--- src/rtl/uart_alu_interface_if.sv ---
// rtl/uart_alu_interface_if.sv - FIFO-side and ALU-side signal bundle for the frame controller
interface uart_alu_interface_if #(
    parameter int DBIT  = 8,
    parameter int NB_OP = 6
) ();
    logic             rx_empty;
    logic [DBIT-1:0]  r_data;
    logic             rd_uart;
    logic             tx_full;
    logic             wr_uart;
    logic [DBIT-1:0]  w_data;
    logic [DBIT-1:0]  alu_a;
    logic [DBIT-1:0]  alu_b;
    logic [NB_OP-1:0] alu_op;
    logic [DBIT-1:0]  alu_result;
    logic             busy;

    modport master (
        input  rx_empty, r_data, tx_full, alu_result,
        output rd_uart, wr_uart, w_data, alu_a, alu_b, alu_op, busy
    );

    modport slave (
        output rx_empty, r_data, tx_full, alu_result,
        input  rd_uart, wr_uart, w_data, alu_a, alu_b, alu_op, busy
    );
endinterface

--- src/rtl/uart_alu_interface.sv ---
// rtl/uart_alu_interface.sv - pops A/B/opcode from RX FIFO, drives ALU, pushes result to TX FIFO
module uart_alu_interface #(
    parameter int DBIT  = 8,
    parameter int NB_OP = 6
) (
    input  logic                  clk,
    input  logic                  reset,
    uart_alu_interface_if.master  bus
);
    typedef enum logic [2:0] {
        GET_A,
        GET_B,
        GET_OP,
        EXEC,
        SEND
    } state_t;

    state_t           state_q, state_d;
    logic [DBIT-1:0]  a_q, b_q, res_q;
    logic [NB_OP-1:0] op_q;
    logic             rd, wr;

    always_ff @(posedge clk or negedge reset) begin
        if (!reset) begin
            state_q <= GET_A;
            a_q     <= '0;
            b_q     <= '0;
            op_q    <= '0;
            res_q   <= '0;
        end else begin
            state_q <= state_d;
            if (rd) begin
                case (state_q)
                    GET_A:   a_q  <= bus.r_data;
                    GET_B:   b_q  <= bus.r_data;
                    GET_OP:  op_q <= bus.r_data[NB_OP-1:0];
                    default: ;
                endcase
            end
            if (state_q == EXEC)
                res_q <= bus.alu_result;
        end
    end

    // Pop strobe is gated by reset so nothing is consumed while the block is held in reset.
    always_comb begin
        state_d = state_q;
        rd      = 1'b0;
        wr      = 1'b0;
        case (state_q)
            GET_A: begin
                rd = reset & ~bus.rx_empty;
                if (rd) state_d = GET_B;
            end
            GET_B: begin
                rd = reset & ~bus.rx_empty;
                if (rd) state_d = GET_OP;
            end
            GET_OP: begin
                rd = reset & ~bus.rx_empty;
                if (rd) state_d = EXEC;
            end
            EXEC: begin
                state_d = SEND;
            end
            SEND: begin
                wr = ~bus.tx_full;
                if (wr) state_d = GET_A;
            end
            default: begin
                state_d = GET_A;
            end
        endcase
    end

    assign bus.rd_uart = rd;
    assign bus.wr_uart = wr;
    assign bus.w_data  = res_q;
    assign bus.alu_a   = a_q;
    assign bus.alu_b   = b_q;
    assign bus.alu_op  = op_q;
    assign bus.busy    = (state_q != GET_A);
endmodule

--- src/flat_wrapper.sv ---
// flat-port wrapper written by rule: the top's interface ports become plain ports
module uart_alu_interface_flat 
#(
    parameter int DBIT  = 8,
    parameter int NB_OP = 6
)
  (clk, reset, bus_rx_empty, bus_r_data, bus_tx_full, bus_alu_result, bus_rd_uart, bus_wr_uart, bus_w_data, bus_alu_a, bus_alu_b, bus_alu_op, bus_busy);
  uart_alu_interface_if #(.DBIT(DBIT), .NB_OP(NB_OP)) bus_i ();
  input  logic clk;
  input  logic reset;
  input wire logic [$bits(bus_i.rx_empty)-1:0] bus_rx_empty;
  input wire logic [$bits(bus_i.r_data)-1:0] bus_r_data;
  input wire logic [$bits(bus_i.tx_full)-1:0] bus_tx_full;
  input wire logic [$bits(bus_i.alu_result)-1:0] bus_alu_result;
  output wire logic [$bits(bus_i.rd_uart)-1:0] bus_rd_uart;
  output wire logic [$bits(bus_i.wr_uart)-1:0] bus_wr_uart;
  output wire logic [$bits(bus_i.w_data)-1:0] bus_w_data;
  output wire logic [$bits(bus_i.alu_a)-1:0] bus_alu_a;
  output wire logic [$bits(bus_i.alu_b)-1:0] bus_alu_b;
  output wire logic [$bits(bus_i.alu_op)-1:0] bus_alu_op;
  output wire logic [$bits(bus_i.busy)-1:0] bus_busy;
  assign bus_i.rx_empty = bus_rx_empty;
  assign bus_i.r_data = bus_r_data;
  assign bus_i.tx_full = bus_tx_full;
  assign bus_i.alu_result = bus_alu_result;
  assign bus_rd_uart = bus_i.rd_uart;
  assign bus_wr_uart = bus_i.wr_uart;
  assign bus_w_data = bus_i.w_data;
  assign bus_alu_a = bus_i.alu_a;
  assign bus_alu_b = bus_i.alu_b;
  assign bus_alu_op = bus_i.alu_op;
  assign bus_busy = bus_i.busy;
  uart_alu_interface #(.DBIT(DBIT), .NB_OP(NB_OP)) u_core (.clk(clk), .reset(reset), .bus(bus_i));
endmodule
--- config.mk ---
export PLATFORM = sky130hd
export DESIGN_NAME = uart_alu_interface_flat
export DESIGN_NICKNAME = d
export VERILOG_FILES = /design/src/rtl/uart_alu_interface_if.sv /design/src/rtl/uart_alu_interface.sv /design/src/flat_wrapper.sv
export SDC_FILE = /design/constraint.sdc
export NUM_CORES = 1
export LEC_CHECK = 0
export ABC_CLOCK_PERIOD_IN_PS = 3700
export BUFFER_PORTS_ARGS = -buffer_cell sky130_fd_sc_hd__buf_2
export CORE_MARGIN = 1.5
export CORE_UTILIZATION = 50
export CTS_CLUSTER_SIZE = 30
export DETAILED_ROUTE_END_ITERATION = 10
export PLACE_DENSITY = 0.83
export SLEW_MARGIN = 20
export SYNTH_ARGS = -nofsm -noshare
export SYNTH_HDL_FRONTEND = slang
export SYNTH_SLANG_ARGS = --single-unit
--- constraint.sdc ---
create_clock -name clk -period 3.7 [get_ports clk]
set_input_delay 0.37 -clock clk [delete_from_list [all_inputs] [get_ports clk]]
set_output_delay 0.37 -clock clk [all_outputs]
set_load 0.02 [all_outputs]
---- Word level (Yosys, flattened, before mapping) ----
Cells that the tools add are included.
storage, ports and cells
  bits in registers ....................... 33
  logic and storage cells ................. 30
  bits of input ports ..................... 20
  output and inout bits ................... 33
cells by class
  mux-type cells .......................... 7
  reduce and logical (&&, ||, !) cells .... 7
  bitwise operators ....................... 3
  equality and inequality tests ........... 8
operators with widths
  kind                  count
  $pmux W3 S5           1
  $mux W3               4
  $eq A3 B2 Y1 const B  2
  $ne A2 B1 Y1 const B  3
  $reduce_and A2 Y1     3
  $reduce_and A4 Y1     1
  $eq A3 B1 Y1 const B  1
  $eq A3 B3 Y1 const B  1
  $logic_not A3 Y1      1
  $reduce_bool A3 Y1    1
  $reduce_or A3 Y1      1
  $mux W1               2
  $ne A2 B2 Y1 const B  1
  $not A1 Y1            2
  $and A1 B1 Y1         1

---- Logic depth before layout (Yosys ltp) ----
  depth in word-level cells ............... 4
  depth in mapped cells ................... 3
  mapped depth without buffers ............ 3

---- Worst setup path after synthesis ----
OpenSTA, ideal clock, no wires.
  path kind ............................... flip-flop to output port
  start ................................... reg u_core.state_q[2]
  end ..................................... out bus_rd_uart
  setup slack ............................. 2.082 ns
  cell stages (with the launch flop) ...... 3
  buffers on the path ..................... 0
  arrival ................................. 1.248 ns
  cell sequence ........................... dfrtp_1 > nor3b_4 > a21boi_0
on the way
  longest elaborated chain between the ends .. 3
RTL lines
  item                                  RTL line                  source
  start, declared                       uart_alu_interface.sv:18  state_t state_q, state_d;
  start signal, assigned                uart_alu_interface.sv:31  state_q <= state_d;
  $eq A3 B1 Y1 (tied with other cells)  uart_alu_interface.sv:50  case (state_q)
  $reduce_or A3 Y1 (no line) (*)        --
  $mux W1 (*)                           --
  end, declared                         flat_wrapper.sv:15        output wire logic [$bits(bus_i.rd_uart)-1:0] bus_rd_uart;
Mark *: on every way between the ends. The rest lies on a longest branch, timed or not.

---- Worst setup path after layout ----
  start ................................... in reset
  end ..................................... out bus_rd_uart
on the way
  longest elaborated chain between the ends .. 2
RTL lines
  item             RTL line                                                                      source
  start, declared  flat_wrapper.sv:10                                                            input logic reset;
  $and A1 B1 Y1    uart_alu_interface.sv:52, uart_alu_interface.sv:56, uart_alu_interface.sv:60
  $mux W1          --
No other way between the ends.

==> results.txt <==
most common cell after layout, fill and taps aside: buf_2
first-pass iteration count of the detailed router: 2
period utilization: 55.9%
Comb pwr share: 46.7%
Die Width: 53.8 um
gr usage total: 20.4%
CP Data Arrival Time: 1.70 ns
CTS max path bufs: 2
RSZ-0062 raised after global routing: no
Ant. Diodes: 0
Area Overhead vs Synth: 26.4%
htree depth: 2
post-layout net count: 162
clk_skew: 0.00460 ns
global route hottest layer: met2
CP Capture Type: output pin
worst slew pin tran: 0.722 ns
antenna-violating nets left: 0
cell count after synthesis: 83
Data required, critical path: 3.33 ns
pwr/cell area: 932 nW/um2
leak pwr: 0.823 nW
first-pass GRT wire length: 3950 um
DR WL/cell: 14.4 um
Initial Util: 52.5%
placed instance area: 1590 um2
HPWL after detailed placement: 1900 um
initial antenna violation count: 0
Switch Pwr: 0.000611 W
RR Startpoint: u_core.state_q[2]$_DFFE_PN0P_
setup tns final: 0 ns
Net Sw Frac: 40.3%
total grt overflow: 0
row count: 18
I/O Buffers: 52
type of the most critical hold path: in -> async
met1 Track Usage GR: 23.3%
Synth Cell Area: 1290 um2
DRC errors left: 0
setup violators final: 0
Syn Nets: 103
Core Area: 2450 um2
CTS tree: done
post_cts resized: 0
Worst R2R End: u_core.bus.alu_op[3]$_DFFE_PN0P_
routed wire length: 2460 um
Worst Path Max Fanout: 35
flops & latches, synth: 33
drt first-iter violations: 6
Hold Buf Count CTS: 0
register area share after synthesis: 64.0%
depth of the worst register-to-register path: 3
max-slew violations: 0
design area: 1630 um2
top-level I/O count: 53
sequential group share of total power: 42.0%
vias in the first global route: 854
Max-cap violations: 0
crit path launch type: input port
post-synthesis cell type count: 14
fmax: 484 MHz
met2 Usage GRT: 34.1%
most frequent cells in the layout: 52 x buf_2, 33 x dfrtp_1, 30 x mux2_2
CTS sink count: 33
CTS Root Cell: clkbuf_4
post-DR vias/cell: 5.09
Max IR drop VDD: 0.631 mV
crit path kind: in -> out
clock network fraction of design power: 11.3%
largest net degree at the start of global routing: 36
Skew-Pair Late Insertion Delay: 0.33 ns
syn avg cell area: 15.5 um2
Layout Utilization: 66.4%
number of CTS-inserted buffers: 5
total number of vias: 871
reg2reg setup slack: 2.24 ns
Int Pwr: 0.000907 W
final hold viol count: 0
Yosys warnings: 0
Slew headroom: 51.9%
chip height: 53.8 um
gp weighted congestion: 0.662
full die area: 2890 um2
layout cells sized above 1: 66.0%
Post-CTS Setup Repair Bufs: 0
GR Util met3: 7.50%
crit path time final: 2.07 ns
clock transition at the registers of the reported paths: 0.08 ns
status: finished, final reports clean
==> registers in the layout, indices dropped and copies added, names as in the netlist <==
| name | flops |
|---|---|
| u_core.bus.alu_op | 6 |
| u_core.state_q | 3 |
| u_core.bus.alu_a | 8 |
| u_core.bus.w_data | 8 |
| u_core.bus.alu_b | 8 |
==> worst max-delay path: stages <==
cell      delay, ns
buf_2          0.56
nor3b_4        0.38
a21boi_0       0.19
buf_2          0.18
==> kinds of logic (layout without fill, tap and decap cells) <==
group	after synthesis	count (layout)	share of synthesized area, %
compound gates	2	2	0.970
buf+inv	1	59	0.291
flops	33	33	64.0
mux	31	31	27.0
simple gates	16	16	7.76
==> through the flow <==
step	total power (W)	instances	setup slack, ns	hold WS (ns)
after floorplan	0.00111	83	2.08	0.0744
after global placement	0.00133	165	1.65	0.445
after detailed placement	0.00137	165	1.59	0.468
after CTS	0.00154	171	1.60	0.0995
after global routing	0.00162	171	1.45	0.135
final	0.00152	171	1.63	0.0919
==> synth_stat cells <==
cell,number,area share (%)
dfrtp_1,33,64
mux2_2,30,26
nor2_1,4,1.2
nand2_1,3,0.87
nor2b_1,3,1.5
nand2_2,2,0.97
a21boi_0,1,0.58
a21oi_1,1,0.39
inv_1,1,0.29
mux2i_1,1,0.78
nand3_1,1,0.39
nand3b_2,1,0.87
nor3b_4,1,1.5
or3_2,1,0.58
==> how the worst max path moves through the flow <==
stage                                             start     endpoint  slack (ns)  cells past startpoint
final                                             reset  bus_rd_uart        1.63                      4
after global routing                              reset  bus_rd_uart        1.45                      4
after CTS                                         reset  bus_rd_uart        1.60                      4
after detailed placement                          reset  bus_rd_uart        1.59                      4
after global placement                            reset  bus_rd_uart        1.65                      4
after floorplan           u_core.state_q[2]$_DFFE_PN0P_  bus_rd_uart        2.08                      2
==> layer usage <==
layer | vias to the layer above | routed length, um
met4 | 0 | 45
met5 | - | 0
met1 | 436 | 917
li1 | 410 | -
met3 | 5 | 129
met2 | 20 | 1370
==> layout make-up <==
cell class                 instances  area [um2]
sequential                        33         826
fill                             191         825
multi-input combinational         49         460
timing repair buffer              52         260
clock buffer                       5        37.5
tap                               30        37.5
clock inverter                     1        5.00
inverter                           1        3.75
==> power by group through the flow <==
stage	combinational (W)	sequential (W)	clock (W)
global placement	0.000695	0.000633	0
detailed placement	0.000720	0.000647	0
global route	0.000764	0.000667	0.000193
CTS	0.000721	0.000640	0.000179
finish	0.000709	0.000639	0.000171
floorplan	0.000263	0.000845	0
Note: power is estimated with default switching activity, not from simulation.
